### config.mk
export PLATFORM = sky130hd
export DESIGN_NAME = rx78_keymatrix_hold
export DESIGN_NICKNAME = d
export VERILOG_FILES = /design/src/rtl/rx78_kbd_pkg.sv /design/src/rtl/rx78_keymatrix_hold_key_hold_cell.sv /design/src/rtl/rx78_keymatrix_hold.sv
export SDC_FILE = /design/constraint.sdc
export NUM_CORES = 1
export LEC_CHECK = 0
export ABC_AREA = 1
export CAP_MARGIN = 20
export CORE_UTILIZATION = 60
export DETAILED_ROUTE_END_ITERATION = 8
export HOLD_SLACK_MARGIN = 0.12
export PLACE_DENSITY = 0.84
export SLEW_MARGIN = 0
export SYNTH_ARGS = -nofsm -noshare
export SYNTH_HDL_FRONTEND = slang
export SYNTH_SLANG_ARGS = --single-unit
### constraint.sdc
create_clock -name clk_sys -period 4 [get_ports clk_sys]
set_input_delay 0.8 -clock clk_sys [delete_from_list [all_inputs] [get_ports clk_sys]]
set_output_delay 0.8 -clock clk_sys [all_outputs]
set_load 0.05 [all_outputs]
### src/rtl/rx78_kbd_pkg.sv
// Shared definitions for the RX-78 key matrix: key sources, the scancode map,
// each source's matrix bits, joystick patterns and the Fn/modifier scancodes.
package rx78_kbd_pkg;

  typedef enum logic [4:0] {
    S_K0, S_K1, S_K2, S_K3, S_K4, S_K5, S_K6, S_K7, S_K8, S_K9,
    S_A, S_B, S_C, S_SPACE, S_RETURN, S_STOP,
    S_LSHIFT, S_RSHIFT, S_CTRL, S_F1
  } src_e;

  localparam int NUM_SRC = 20;

  typedef struct packed {
    logic valid;
    src_e src;
  } src_hit_t;

  // A source drives up to two matrix positions; mask1 == 0 means "unused".
  typedef struct packed {
    logic [3:0] row0;
    logic [7:0] mask0;
    logic [3:0] row1;
    logic [7:0] mask1;
  } src_map_t;

  typedef struct packed {
    logic [1:0] off;
    logic [7:0] mask;
  } joy_pat_t;

  localparam int JB_R  = 0;
  localparam int JB_L  = 1;
  localparam int JB_D  = 2;
  localparam int JB_U  = 3;
  localparam int JB_B1 = 4;
  localparam int JB_B2 = 5;

  localparam joy_pat_t JP_NONE = '{off: 2'd0, mask: 8'h00};
  localparam joy_pat_t JP_U    = '{off: 2'd0, mask: 8'h11};
  localparam joy_pat_t JP_UL   = '{off: 2'd0, mask: 8'h22};
  localparam joy_pat_t JP_UR   = '{off: 2'd0, mask: 8'h44};
  localparam joy_pat_t JP_DL   = '{off: 2'd0, mask: 8'h88};
  localparam joy_pat_t JP_D    = '{off: 2'd1, mask: 8'h11};
  localparam joy_pat_t JP_DR   = '{off: 2'd1, mask: 8'h22};
  localparam joy_pat_t JP_B1   = '{off: 2'd1, mask: 8'h44};
  localparam joy_pat_t JP_L    = '{off: 2'd1, mask: 8'h88};
  localparam joy_pat_t JP_R    = '{off: 2'd2, mask: 8'h44};
  localparam joy_pat_t JP_B2   = '{off: 2'd2, mask: 8'h88};

  // Index i holds the scancode of F<i>.
  localparam logic [11:1][7:0] FN_CODES = {
    8'h78, 8'h09, 8'h01, 8'h0A, 8'h83, 8'h0B, 8'h03, 8'h0C, 8'h04, 8'h06, 8'h05
  };
  localparam logic [7:0] SC_RSHIFT = 8'h59;
  localparam logic [7:0] SC_ALT    = 8'h11;
  localparam logic [7:0] SC_CTRL   = 8'h14;

  function automatic src_hit_t sc_to_src(input logic [7:0] code);
    src_hit_t hit;
    hit = '{valid: 1'b0, src: S_K0};
    case (code)
      8'h45: hit = '{valid: 1'b1, src: S_K0};
      8'h16: hit = '{valid: 1'b1, src: S_K1};
      8'h1E: hit = '{valid: 1'b1, src: S_K2};
      8'h26: hit = '{valid: 1'b1, src: S_K3};
      8'h25: hit = '{valid: 1'b1, src: S_K4};
      8'h2E: hit = '{valid: 1'b1, src: S_K5};
      8'h36: hit = '{valid: 1'b1, src: S_K6};
      8'h3D: hit = '{valid: 1'b1, src: S_K7};
      8'h3E: hit = '{valid: 1'b1, src: S_K8};
      8'h46: hit = '{valid: 1'b1, src: S_K9};
      8'h1C: hit = '{valid: 1'b1, src: S_A};
      8'h32: hit = '{valid: 1'b1, src: S_B};
      8'h21: hit = '{valid: 1'b1, src: S_C};
      8'h29: hit = '{valid: 1'b1, src: S_SPACE};
      8'h5A: hit = '{valid: 1'b1, src: S_RETURN};
      8'h76: hit = '{valid: 1'b1, src: S_STOP};
      8'h12: hit = '{valid: 1'b1, src: S_LSHIFT};
      8'h59: hit = '{valid: 1'b1, src: S_RSHIFT};
      8'h14: hit = '{valid: 1'b1, src: S_CTRL};
      8'h05: hit = '{valid: 1'b1, src: S_F1};
      default: hit = '{valid: 1'b0, src: S_K0};
    endcase
    return hit;
  endfunction

  function automatic src_map_t src_map(input src_e s);
    src_map_t m;
    m = '{row0: 4'd0, mask0: 8'h00, row1: 4'd0, mask1: 8'h00};
    case (s)
      S_K0:     m.mask0 = 8'h01;
      S_K1:     m.mask0 = 8'h02;
      S_K2:     m.mask0 = 8'h04;
      S_K3:     m.mask0 = 8'h08;
      S_K4:     m.mask0 = 8'h10;
      S_K5:     m.mask0 = 8'h20;
      S_K6:     m.mask0 = 8'h40;
      S_K7:     m.mask0 = 8'h80;
      S_K8:     begin m.row0 = 4'd1; m.mask0 = 8'h01; end
      S_K9:     begin m.row0 = 4'd1; m.mask0 = 8'h02; end
      S_A:      begin m.row0 = 4'd2; m.mask0 = 8'h02; end
      S_B:      begin m.row0 = 4'd2; m.mask0 = 8'h04; end
      S_C:      begin m.row0 = 4'd2; m.mask0 = 8'h08; end
      S_SPACE:  begin m.row0 = 4'd6; m.mask0 = 8'h01; end
      S_RETURN: begin m.row0 = 4'd7; m.mask0 = 8'h01; end
      // STOP doubles as a shift so the ROM sees SHIFT+BREAK.
      S_STOP:   begin m.row0 = 4'd7; m.mask0 = 8'h08; m.row1 = 4'd8; m.mask1 = 8'h04; end
      S_LSHIFT: begin m.row0 = 4'd8; m.mask0 = 8'h04; end
      S_RSHIFT: begin m.row0 = 4'd8; m.mask0 = 8'h04; end
      S_CTRL:   begin m.row0 = 4'd8; m.mask0 = 8'h01; end
      S_F1:     begin m.row0 = 4'd7; m.mask0 = 8'h10; end
      default:  m.mask0 = 8'h00;
    endcase
    return m;
  endfunction

  // Diagonals win over cardinals so a held diagonal never splits into two codes.
  function automatic joy_pat_t joy_dir(input logic [5:0] b);
    joy_pat_t p;
    if (b[JB_U] && b[JB_L])      p = JP_UL;
    else if (b[JB_D] && b[JB_L]) p = JP_DL;
    else if (b[JB_U] && b[JB_R]) p = JP_UR;
    else if (b[JB_D] && b[JB_R]) p = JP_DR;
    else if (b[JB_U])            p = JP_U;
    else if (b[JB_D])            p = JP_D;
    else if (b[JB_L])            p = JP_L;
    else if (b[JB_R])            p = JP_R;
    else                         p = JP_NONE;
    return p;
  endfunction

endpackage

### src/rtl/rx78_keymatrix_hold_key_hold_cell.sv
// One key source: stays asserted for at least MIN_HOLD scan ticks after a press,
// deferring an early release until the hold counter runs out.
module key_hold_cell #(
  parameter int HOLD_W   = 4,
  parameter int MIN_HOLD = 3
) (
  input  logic clk,
  input  logic reset,
  input  logic tick,
  input  logic press,
  input  logic rel,
  output logic asserted
);

  localparam logic [HOLD_W-1:0] HOLD_LOAD = HOLD_W'(MIN_HOLD);

  logic              pending;
  logic [HOLD_W-1:0] cnt;
  logic              asserted_nx;
  logic              pending_nx;
  logic [HOLD_W-1:0] cnt_tick;
  logic [HOLD_W-1:0] cnt_nx;

  // Tick is applied before the event so a release on the expiring tick clears at once.
  always_comb begin
    if (tick && cnt != '0) cnt_tick = cnt - HOLD_W'(1);
    else                   cnt_tick = cnt;

    asserted_nx = asserted;
    pending_nx  = pending;
    cnt_nx      = cnt_tick;

    if (pending && cnt_tick == '0) begin
      asserted_nx = 1'b0;
      pending_nx  = 1'b0;
    end else begin
      pending_nx  = pending;
    end

    if (press) begin
      asserted_nx = 1'b1;
      pending_nx  = 1'b0;
      cnt_nx      = HOLD_LOAD;
    end else if (rel) begin
      if (cnt_tick == '0) begin
        asserted_nx = 1'b0;
        pending_nx  = 1'b0;
      end else begin
        pending_nx  = 1'b1;
      end
    end else begin
      cnt_nx = cnt_tick;
    end
  end

  always_ff @(posedge clk) begin
    if (reset) begin
      asserted <= 1'b0;
      pending  <= 1'b0;
      cnt      <= '0;
    end else begin
      asserted <= asserted_nx;
      pending  <= pending_nx;
      cnt      <= cnt_nx;
    end
  end

endmodule

### src/rtl/rx78_keymatrix_hold.sv
// RX-78 keyboard/joystick matrix with guaranteed minimum key hold per source,
// plus direct F-key and modifier state.
module rx78_keymatrix_hold
  import rx78_kbd_pkg::*;
#(
  parameter int          KEY_ROWS = 9,
  parameter int          NUM_JOY  = 2,
  parameter int          JOY_ROWS = 3,
  parameter int          HOLD_W   = 4,
  parameter int          MIN_HOLD = 3,
  parameter logic [7:0]  ALL_ADDR = 8'h30
) (
  input  logic                  clk_sys,
  input  logic                  reset,
  input  logic [10:0]           ps2_key,
  input  logic [7:0]            addr,
  input  logic                  tick,
  input  logic [NUM_JOY*32-1:0] joy,
  output logic [7:0]            kb_rows,
  output logic [11:1]           Fn,
  output logic [2:0]            modif
);

  localparam int NUM_ROWS = KEY_ROWS + NUM_JOY * JOY_ROWS;
  localparam int JR       = NUM_JOY * JOY_ROWS;

  if (MIN_HOLD > (2 ** HOLD_W) - 1) begin : g_bad_min_hold
    $error("MIN_HOLD does not fit in a HOLD_W-bit hold counter");
  end

  logic               tog_r;
  logic               evt;
  logic               evt_pressed;
  logic [7:0]         evt_code;
  src_hit_t           hit;
  logic [NUM_SRC-1:0] press_v;
  logic [NUM_SRC-1:0] rel_v;
  logic [NUM_SRC-1:0] asserted_v;
  logic [7:0]         joy_rows_r [JR];
  logic [7:0]         joy_nx     [JR];
  logic [7:0]         rows       [NUM_ROWS];
  logic [7:0]         all_or;
  logic               unused_ok;

  assign unused_ok   = ^{ps2_key[8], joy};
  assign evt         = ps2_key[10] ^ tog_r;
  assign evt_pressed = ps2_key[9];
  assign evt_code    = ps2_key[7:0];
  assign hit         = sc_to_src(evt_code);

  // The toggle reloads during reset too, so leaving reset never looks like an event.
  always_ff @(posedge clk_sys) begin
    tog_r <= ps2_key[10];
  end

  always_comb begin
    for (int s = 0; s < NUM_SRC; s++) begin
      if (evt && hit.valid && hit.src == src_e'(s)) begin
        press_v[s] = evt_pressed;
        rel_v[s]   = ~evt_pressed;
      end else begin
        press_v[s] = 1'b0;
        rel_v[s]   = 1'b0;
      end
    end
  end

  for (genvar s = 0; s < NUM_SRC; s++) begin : g_src
    key_hold_cell #(
      .HOLD_W   (HOLD_W),
      .MIN_HOLD (MIN_HOLD)
    ) u_cell (
      .clk      (clk_sys),
      .reset    (reset),
      .tick     (tick),
      .press    (press_v[s]),
      .rel      (rel_v[s]),
      .asserted (asserted_v[s])
    );
  end

  always_ff @(posedge clk_sys) begin
    if (reset) begin
      Fn    <= '0;
      modif <= '0;
    end else if (evt) begin
      for (int i = 1; i <= 11; i++) begin
        if (evt_code == FN_CODES[i]) Fn[i] <= evt_pressed;
      end
      if (evt_code == SC_RSHIFT) modif[0] <= evt_pressed;
      if (evt_code == SC_ALT)    modif[1] <= evt_pressed;
      if (evt_code == SC_CTRL)   modif[2] <= evt_pressed;
    end else begin
      Fn    <= Fn;
      modif <= modif;
    end
  end

  always_comb begin
    for (int j = 0; j < JR; j++) joy_nx[j] = 8'h00;
    for (int c = 0; c < NUM_JOY; c++) begin
      joy_pat_t p;
      logic [5:0] b;
      b = joy[c*32 +: 6];
      p = joy_dir(b);
      if (int'(p.off) < JOY_ROWS) joy_nx[c*JOY_ROWS + int'(p.off)] |= p.mask;
      if (b[JB_B1] && int'(JP_B1.off) < JOY_ROWS) joy_nx[c*JOY_ROWS + int'(JP_B1.off)] |= JP_B1.mask;
      if (b[JB_B2] && int'(JP_B2.off) < JOY_ROWS) joy_nx[c*JOY_ROWS + int'(JP_B2.off)] |= JP_B2.mask;
    end
  end

  always_ff @(posedge clk_sys) begin
    for (int j = 0; j < JR; j++) begin
      if (reset) joy_rows_r[j] <= 8'h00;
      else       joy_rows_r[j] <= joy_nx[j];
    end
  end

  // Each matrix bit is the OR of every source mapped onto it.
  always_comb begin
    for (int r = 0; r < KEY_ROWS; r++) rows[r] = 8'h00;
    for (int j = 0; j < JR; j++) rows[KEY_ROWS + j] = joy_rows_r[j];
    for (int s = 0; s < NUM_SRC; s++) begin
      src_map_t m;
      m = src_map(src_e'(s));
      if (asserted_v[s]) begin
        if (int'(m.row0) < KEY_ROWS) rows[m.row0] |= m.mask0;
        if (int'(m.row1) < KEY_ROWS) rows[m.row1] |= m.mask1;
      end
    end
  end

  always_comb begin
    all_or  = 8'h00;
    kb_rows = 8'h00;
    for (int r = 0; r < NUM_ROWS; r++) all_or |= rows[r];
    if (addr == ALL_ADDR) begin
      kb_rows = all_or;
    end else begin
      for (int r = 0; r < NUM_ROWS; r++) begin
        if (int'(addr) == r + 1) kb_rows = rows[r];
      end
    end
  end

endmodule

==> run metrics, run 1 <==
first drt pass iteration count 6; max-cap viol count 0; final setup violation count 0; Die Width 128 um; flops & latches, synth between 150 and 200; ranking of synthesized cells by area dfxtp_1, nand2_1, inv_1; port buffer count between 50 and 60; Power Internal slightly above 4000 uW; Max Buffers Root-to-Sink 2; Clock Skews approximately 0.007 ns; Placement Setup Slack a little over 0.5 ns; Largest stage delay, worst path between 0.4 and 0.5 ns; CTS tree built; GRT Total Usage 0.293; P per Cell Area around 600 mW/mm2; CTS Buf Count 17; Final Cell Area approximately 0.011 mm2; R2R Setup Slk 1.91 ns; Avg WL per Cell 13.2 um; FP Rows 45; vias in the first global route 8,806; Placed Area 0.0103 mm2; CTS resizes 0; share of layout cells above drive strength 1 0.0731; Post-synth EDFFs 0; # DRC 0; Area Overhead vs Synth 15.6%; setup TNS 0 ns; Hold Path Class flop to flop; initial antenna violation count 0; Slew headroom 0.291; area occupied by registers roughly 0.0032 mm2; Overall Power 6590 uW; postcts setup bufs 0; clock sink count ~160; worst path cell trace clkdlybuf4s50_1, nor2_1, nand3_1, inv_1, nand2_1, nor2_1, nand2_1, nand2_1, inv_1, nand4_1, nor2_1, nand4_1, buf_12; Multi-input gate area approximately 0.0052 mm2; # fillers between 1k and 1.5k; Crit path max-delay family simple AND/OR/NAND/NOR gates; Post-Synthesis Cells 1,457; IO Pins roughly 110; Min Hold Slack between 0.4 and 0.5 ns; Vias 9,377; starting density of the core 0.619; Buf/Inv on CP 4; CP arrival around 2.7 ns; syn avg cell area 6.51 um2; status finished clean; RSZ-0062 raised after global routing false; Reg clk slew, reported paths 0.06 ns; clk_lat worst skew around 0.43 ns; crit path max fanout 8; CP Class input port to primary output; leading area contributor after synthesis dfxtp_1; DP HPWL 16,200 um; Final min period about 3.5 ns; vias per inst between 5 and 6; CP Capture Type primary output; Async SR Flop Fraction 0; CTS Root Cell clkbuf_16; first-pass GRT wire length 38,700 um; Clk network pwr share 0.283; synth unique cells about 50; power share of the sequential group 0.314; Overflow after GRT 0; gpl congestion between 0.9 and 1; WL final ~23,000 um; P_sw approximately 2500 uW; synth cell count leaders nand2_1, inv_1, nor2_1; Sw Share 0.385; Req. time, crit path ~3.2 ns; Slew Limit Fails 0; post-cts hold buffer count 0; Cell Area, Synth ~0.0095 mm2; top_reg_cell synth dfxtp_1; Tcrit/Tclk final 0.879; Seq/Total Area, Yosys 0.336; largest net degree at the start of global routing 61; drt first-iter violations roughly 730; syn_nets about 1.6k; share of the synthesized area in the top cell type 0.336; most numerous cell in the Yosys netlist nand2_1; die height 128 um; final hold vios 0; Layout Nets approximately 1.6k; H-tree Lvls 4; Die Area roughly 0.016 mm2; slowest CP cell clkdlybuf4s50_1; Peak supply drop approximately 0.00045 V; Core ar. 0.0153 mm2; Leak approximately 0.0053 uW; Critical Path Source Type input port; worst-margin pin slew 1.06 ns; Ys Warns 0; post-route ant nets 0; min setup slack post-route 0.485 ns; Fmax 285 MHz; ANT cells 0; proportion of power drawn by combinational gates 0.402
worst register-to-register path, delay by kind of cell, from the launching register on:
kind / cells / cell delay (ns)
buffers and inverters: 4 / 0.73
AND/OR/NAND/NOR: 5 / 0.64
XOR/XNOR: 1 / 0.37
flip-flops: 1 / 0.32
registers in the layout, indices dropped and copies added, names as in the netlist:
name	flops
g_src.u_cell.cnt	80
joy_rows_r	24
g_src.u_cell.asserted	20
g_src.u_cell.pending	20
Fn	11
modif	3
tog_r	1
final timing paths:
check                                                           start                                    end  cells after the start
worst max-delay path                                          addr[5]                             kb_rows[0]                     13
worst min-delay path            g_src[11].u_cell.pending$_SDFFE_PP0P_  g_src[11].u_cell.pending$_SDFFE_PP0P_                      2
worst max register to register                          tog_r$_DFF_P_    g_src[9].u_cell.asserted$_SDFF_PP0_                     10
worst min register to register  g_src[11].u_cell.pending$_SDFFE_PP0P_  g_src[11].u_cell.pending$_SDFFE_PP0P_                      2
per-stage QoR:
stage / std cells / util
6_report: 1729 / 0.716
5_1_grt: 1729 / 0.716
4_1_cts: 1729 / 0.716
3_5_place_dp: 1697 / 0.671
3_3_place_gp: 1697 / 0.671
2_1_floorplan: 1457 / -
cells in the final DEF (no fill, tap or decap), drive strengths merged, types with 3 or more instances in the layout:
cell,count
a211o,3
a211oi,7
a21oi,97
a311oi,8
a31oi,8
and2,15
buf,20
bufinv,6
clkbuf,17
clkdlybuf4s50,44
clkinvlp,3
dfxtp,159
ha,25
inv,258
nand2,328
nand3,119
nand4,39
nor2,201
nor3,14
nor4,6
o211ai,3
o21a,3
o21ai,96
o21bai,4
xor2,17
power by group through the flow:
stage | Combinational (uW) | Clock [uW] | Sequential, uW
floorplan | 2130 | 0 | 2060
CTS | 2640 | 1880 | 2070
global placement | 2470 | 0 | 2090
finish | 2650 | 1870 | 2070
detailed placement | 2580 | 0 | 2100
global route | 3080 | 1950 | 2110
layout make-up:
| type | instances | share of cell area |
|---|---|---|
| clock buffers | 17 | 0.0388 |
| clock inverters | 15 | 0.0233 |
| inverters | 253 | 0.0866 |
| multi-input cells | 1010 | 0.472 |
| flip-flops and latches | 159 | 0.290 |
| well taps | 211 | 0.0241 |
| repair buffers | 64 | 0.0648 |
cell families after synthesis:
logic type               synth area share
AND/OR/NAND/NOR                     0.350
adder cells (fa/ha/maj)            0.0330
flip-flops                          0.336
buffers and inverters               0.119
XOR/XNOR                           0.0166
AO/OA/AOI/OAI                       0.146
per-layer routing:
layer,vias to the layer above,global-route usage,share of wire,routed length [um]
met5,-,0,0,0
met4,0,0.107,0.023,529
met3,40,0.0588,0.062,1400
met2,281,0.517,0.48,11000
met1,4272,0.352,0.43,9790
li1,4784,-,-,-
Note: power is estimated with default switching activity, not from simulation.
==> run 2, diff against run 1 <==
--- a/config.mk
+++ b/config.mk
@@ -7,6 +7,7 @@
 export LEC_CHECK = 0
 export ABC_AREA = 1
 export CAP_MARGIN = 20
+export CORE_MARGIN = 5
 export CORE_UTILIZATION = 60
 export DETAILED_ROUTE_END_ITERATION = 8
 export HOLD_SLACK_MARGIN = 0.12
==> run 2 against run 1 <==
Effect of this change: critical path depth is the same; sequential share of layout area grew 0.11 points; largest cell class unchanged; cell count up 0.29%; clock skew decreased by 0.0026 ns; register-to-register slack got worse by 0.05 ns; largest power group unchanged; worst setup slack worse by 0.037 ns; non-clock buffer count unchanged; count of clock-buffer cells in the layout unchanged; highest routed layer unchanged; critical path type unchanged; via count barely moved; core utilization fell by 2.1 points.
==> run metrics, run 2 (synthesized netlist as in run 1, its figures left out) <==
Reg clk slew, reported paths 0.06 ns (about the same); FP Rows 46 (+2.2%); Die Width 136 um (+6.3%); # fillers 1,276 (+0.39%); post-route ant nets 0 (unchanged); status finished clean; H-tree Lvls 4 (unchanged); Area Overhead vs Synth 15.2%; CTS resizes 0 (unchanged); Slew Limit Fails 0 (unchanged); Multi-input gate area 0.00517 mm2 (unchanged); Peak supply drop 0.000437 V (-3.2%); gpl congestion 0.969 (+5.1%); worst-margin pin slew 1.03 ns (-0.0322 ns); Final Cell Area 0.0109 mm2 (-0.37%); area occupied by registers 0.00318 mm2 (unchanged); Overflow after GRT 0 (unchanged); Slew headroom 0.313 (+0.0215); max-cap viol count 0 (unchanged); Req. time, crit path 3.20 ns (about the same); Worst Hold Depth 2 (unchanged); Layout Nets 1,616 (unchanged); first-pass GRT wire length 38,300 um (-1.2%); Final min period 3.55 ns (+0.0375 ns); Tcrit/Tclk final 0.888 (+0.00937); final hold vios 0 (unchanged); Critical R2R Launch tog_r$_DFF_P_; CP Capture Type primary output; Largest register FFs 80 (unchanged); Die Area 0.0184 mm2 (+13%); CP arrival 2.75 ns (+0.04 ns); final setup violation count 0 (unchanged); CP Class input port to primary output; Leak 0.00529 uW (-0.38%); Min Hold Slack 0.461 ns (-0.00616 ns); DP HPWL 16,200 um (-0.32%); CTS Root Cell clkbuf_16; clk_lat worst skew 0.43 ns (about the same); GRT Total Usage 0.252 (-0.0412); setup TNS 0 ns (unchanged); Register-to-Register Path Depth 9 (-1); Critical Path Source Type input port; vias in the first global route 8,913 (+1.2%); commonest non-fill, non-tap cell in the layout nand2_1; Placed Area 0.0103 mm2 (about the same); largest net degree at the start of global routing 61 (unchanged); crit path max fanout 8 (unchanged); first drt pass iteration count 5 (-1); Avg WL per Cell 13.1 um (-0.38%); Clock Skews 0.00445 ns (-0.00263 ns); Regs by FF count g_src.u_cell.cnt (80), joy_rows_r (24); Hold Path Class flop to flop; CTS tree built; Core ar. 0.0157 mm2 (+2.6%); initial antenna violation count 0 (unchanged); Biggest register g_src.u_cell.cnt; Fmax 282 MHz (-1.1%); r2r endpoint g_src[15].u_cell.asserted$_SDFF_PP0_; share of layout cells above drive strength 1 0.0731 (unchanged); die height 136 um (+6.3%); port buffer count 54 (unchanged); RSZ-0062 raised after global routing false; post-cts hold buffer count 0 (unchanged); WL final 22,700 um (about the same); CTS Buf Count 17 (unchanged); drt first-iter violations 727 (-0.55%); IO Pins 108 (unchanged); clock sink count 159 (unchanged); R2R Setup Slk 1.86 ns (-0.05 ns); Vias 9,376 (-0.011%); # DRC 0 (unchanged); starting density of the core 0.603 (-0.0157); most frequent cells in the layout nand2_1, inv_1, nor2_1; ANT cells 0 (unchanged); vias per inst 5.41 (-0.30%); Max Buffers Root-to-Sink 2 (unchanged); hold path endpoint Fn[6]$_SDFFE_PP0P_; hold_sp Fn[6]$_SDFFE_PP0P_; P per Cell Area 591 mW/mm2 (-1.6%); postcts setup bufs 0 (unchanged)
## run 2: cell type report
| cell class | count | share of cell area |
|---|---|---|
| tap | 216 | 0.0247 |
| clock buffer | 17 | 0.0390 |
| multi-input combinational | 1010 | 0.474 |
| inverter | 253 | 0.0870 |
| clock inverter | 15 | 0.0191 |
| timing repair buffer | 64 | 0.0651 |
| sequential | 159 | 0.291 |
## run 2: metal layers
metal  part of all wire  vias to the layer above  global-route usage
li1                   -                     4788                   -
met3              0.053                       58              0.0401
met1               0.43                     4253               0.303
met2               0.48                      277               0.440
met5                  0                        -                   0
met4              0.033                        0               0.116
## run 2: worst max path at each step
stage | startpoint | endpoint | slack, ns | depth (start not counted)
6_report | addr[5] | kb_rows[0] | 0.45 | 13
4_1_cts | addr[5] | kb_rows[0] | 0.46 | 13
3_3_place_gp | addr[5] | kb_rows[0] | 0.51 | 13
3_5_place_dp | addr[5] | kb_rows[0] | 0.49 | 13
2_1_floorplan | addr[2] | kb_rows[6] | 1.02 | 4
5_1_grt | addr[5] | kb_rows[0] | 0.27 | 13
## run 2: report_power, final
part	internal [uW]	switching, uW
sequential	1900	172
combinational	970	1670
clock	1050	692
## run 2: per-stage QoR
| step | setup WS [ns] | util | cells | power [uW] |
|---|---|---|---|---|
| detailed placement | 0.495 | 0.655 | 1702 | 4690 |
| global placement | 0.506 | 0.655 | 1702 | 4560 |
| global route | 0.269 | 0.695 | 1734 | 7040 |
| floorplan | 1.02 | - | 1457 | 4200 |
| finish | 0.448 | 0.695 | 1734 | 6460 |
| CTS | 0.460 | 0.695 | 1734 | 6480 |
## run 2: worst max-delay path, stage by stage
cell and delay, ns:
clkdlybuf4s50_1 0.42, nor2_1 0.11, nand3_1 0.15, inv_1 0.22
nand2_1 0.12, nor2_1 0.24, nand2_1 0.10, nand2_1 0.08
inv_1 0.04, nand4_1 0.08, nor2_1 0.05, nand4_1 0.16
buf_12 0.17
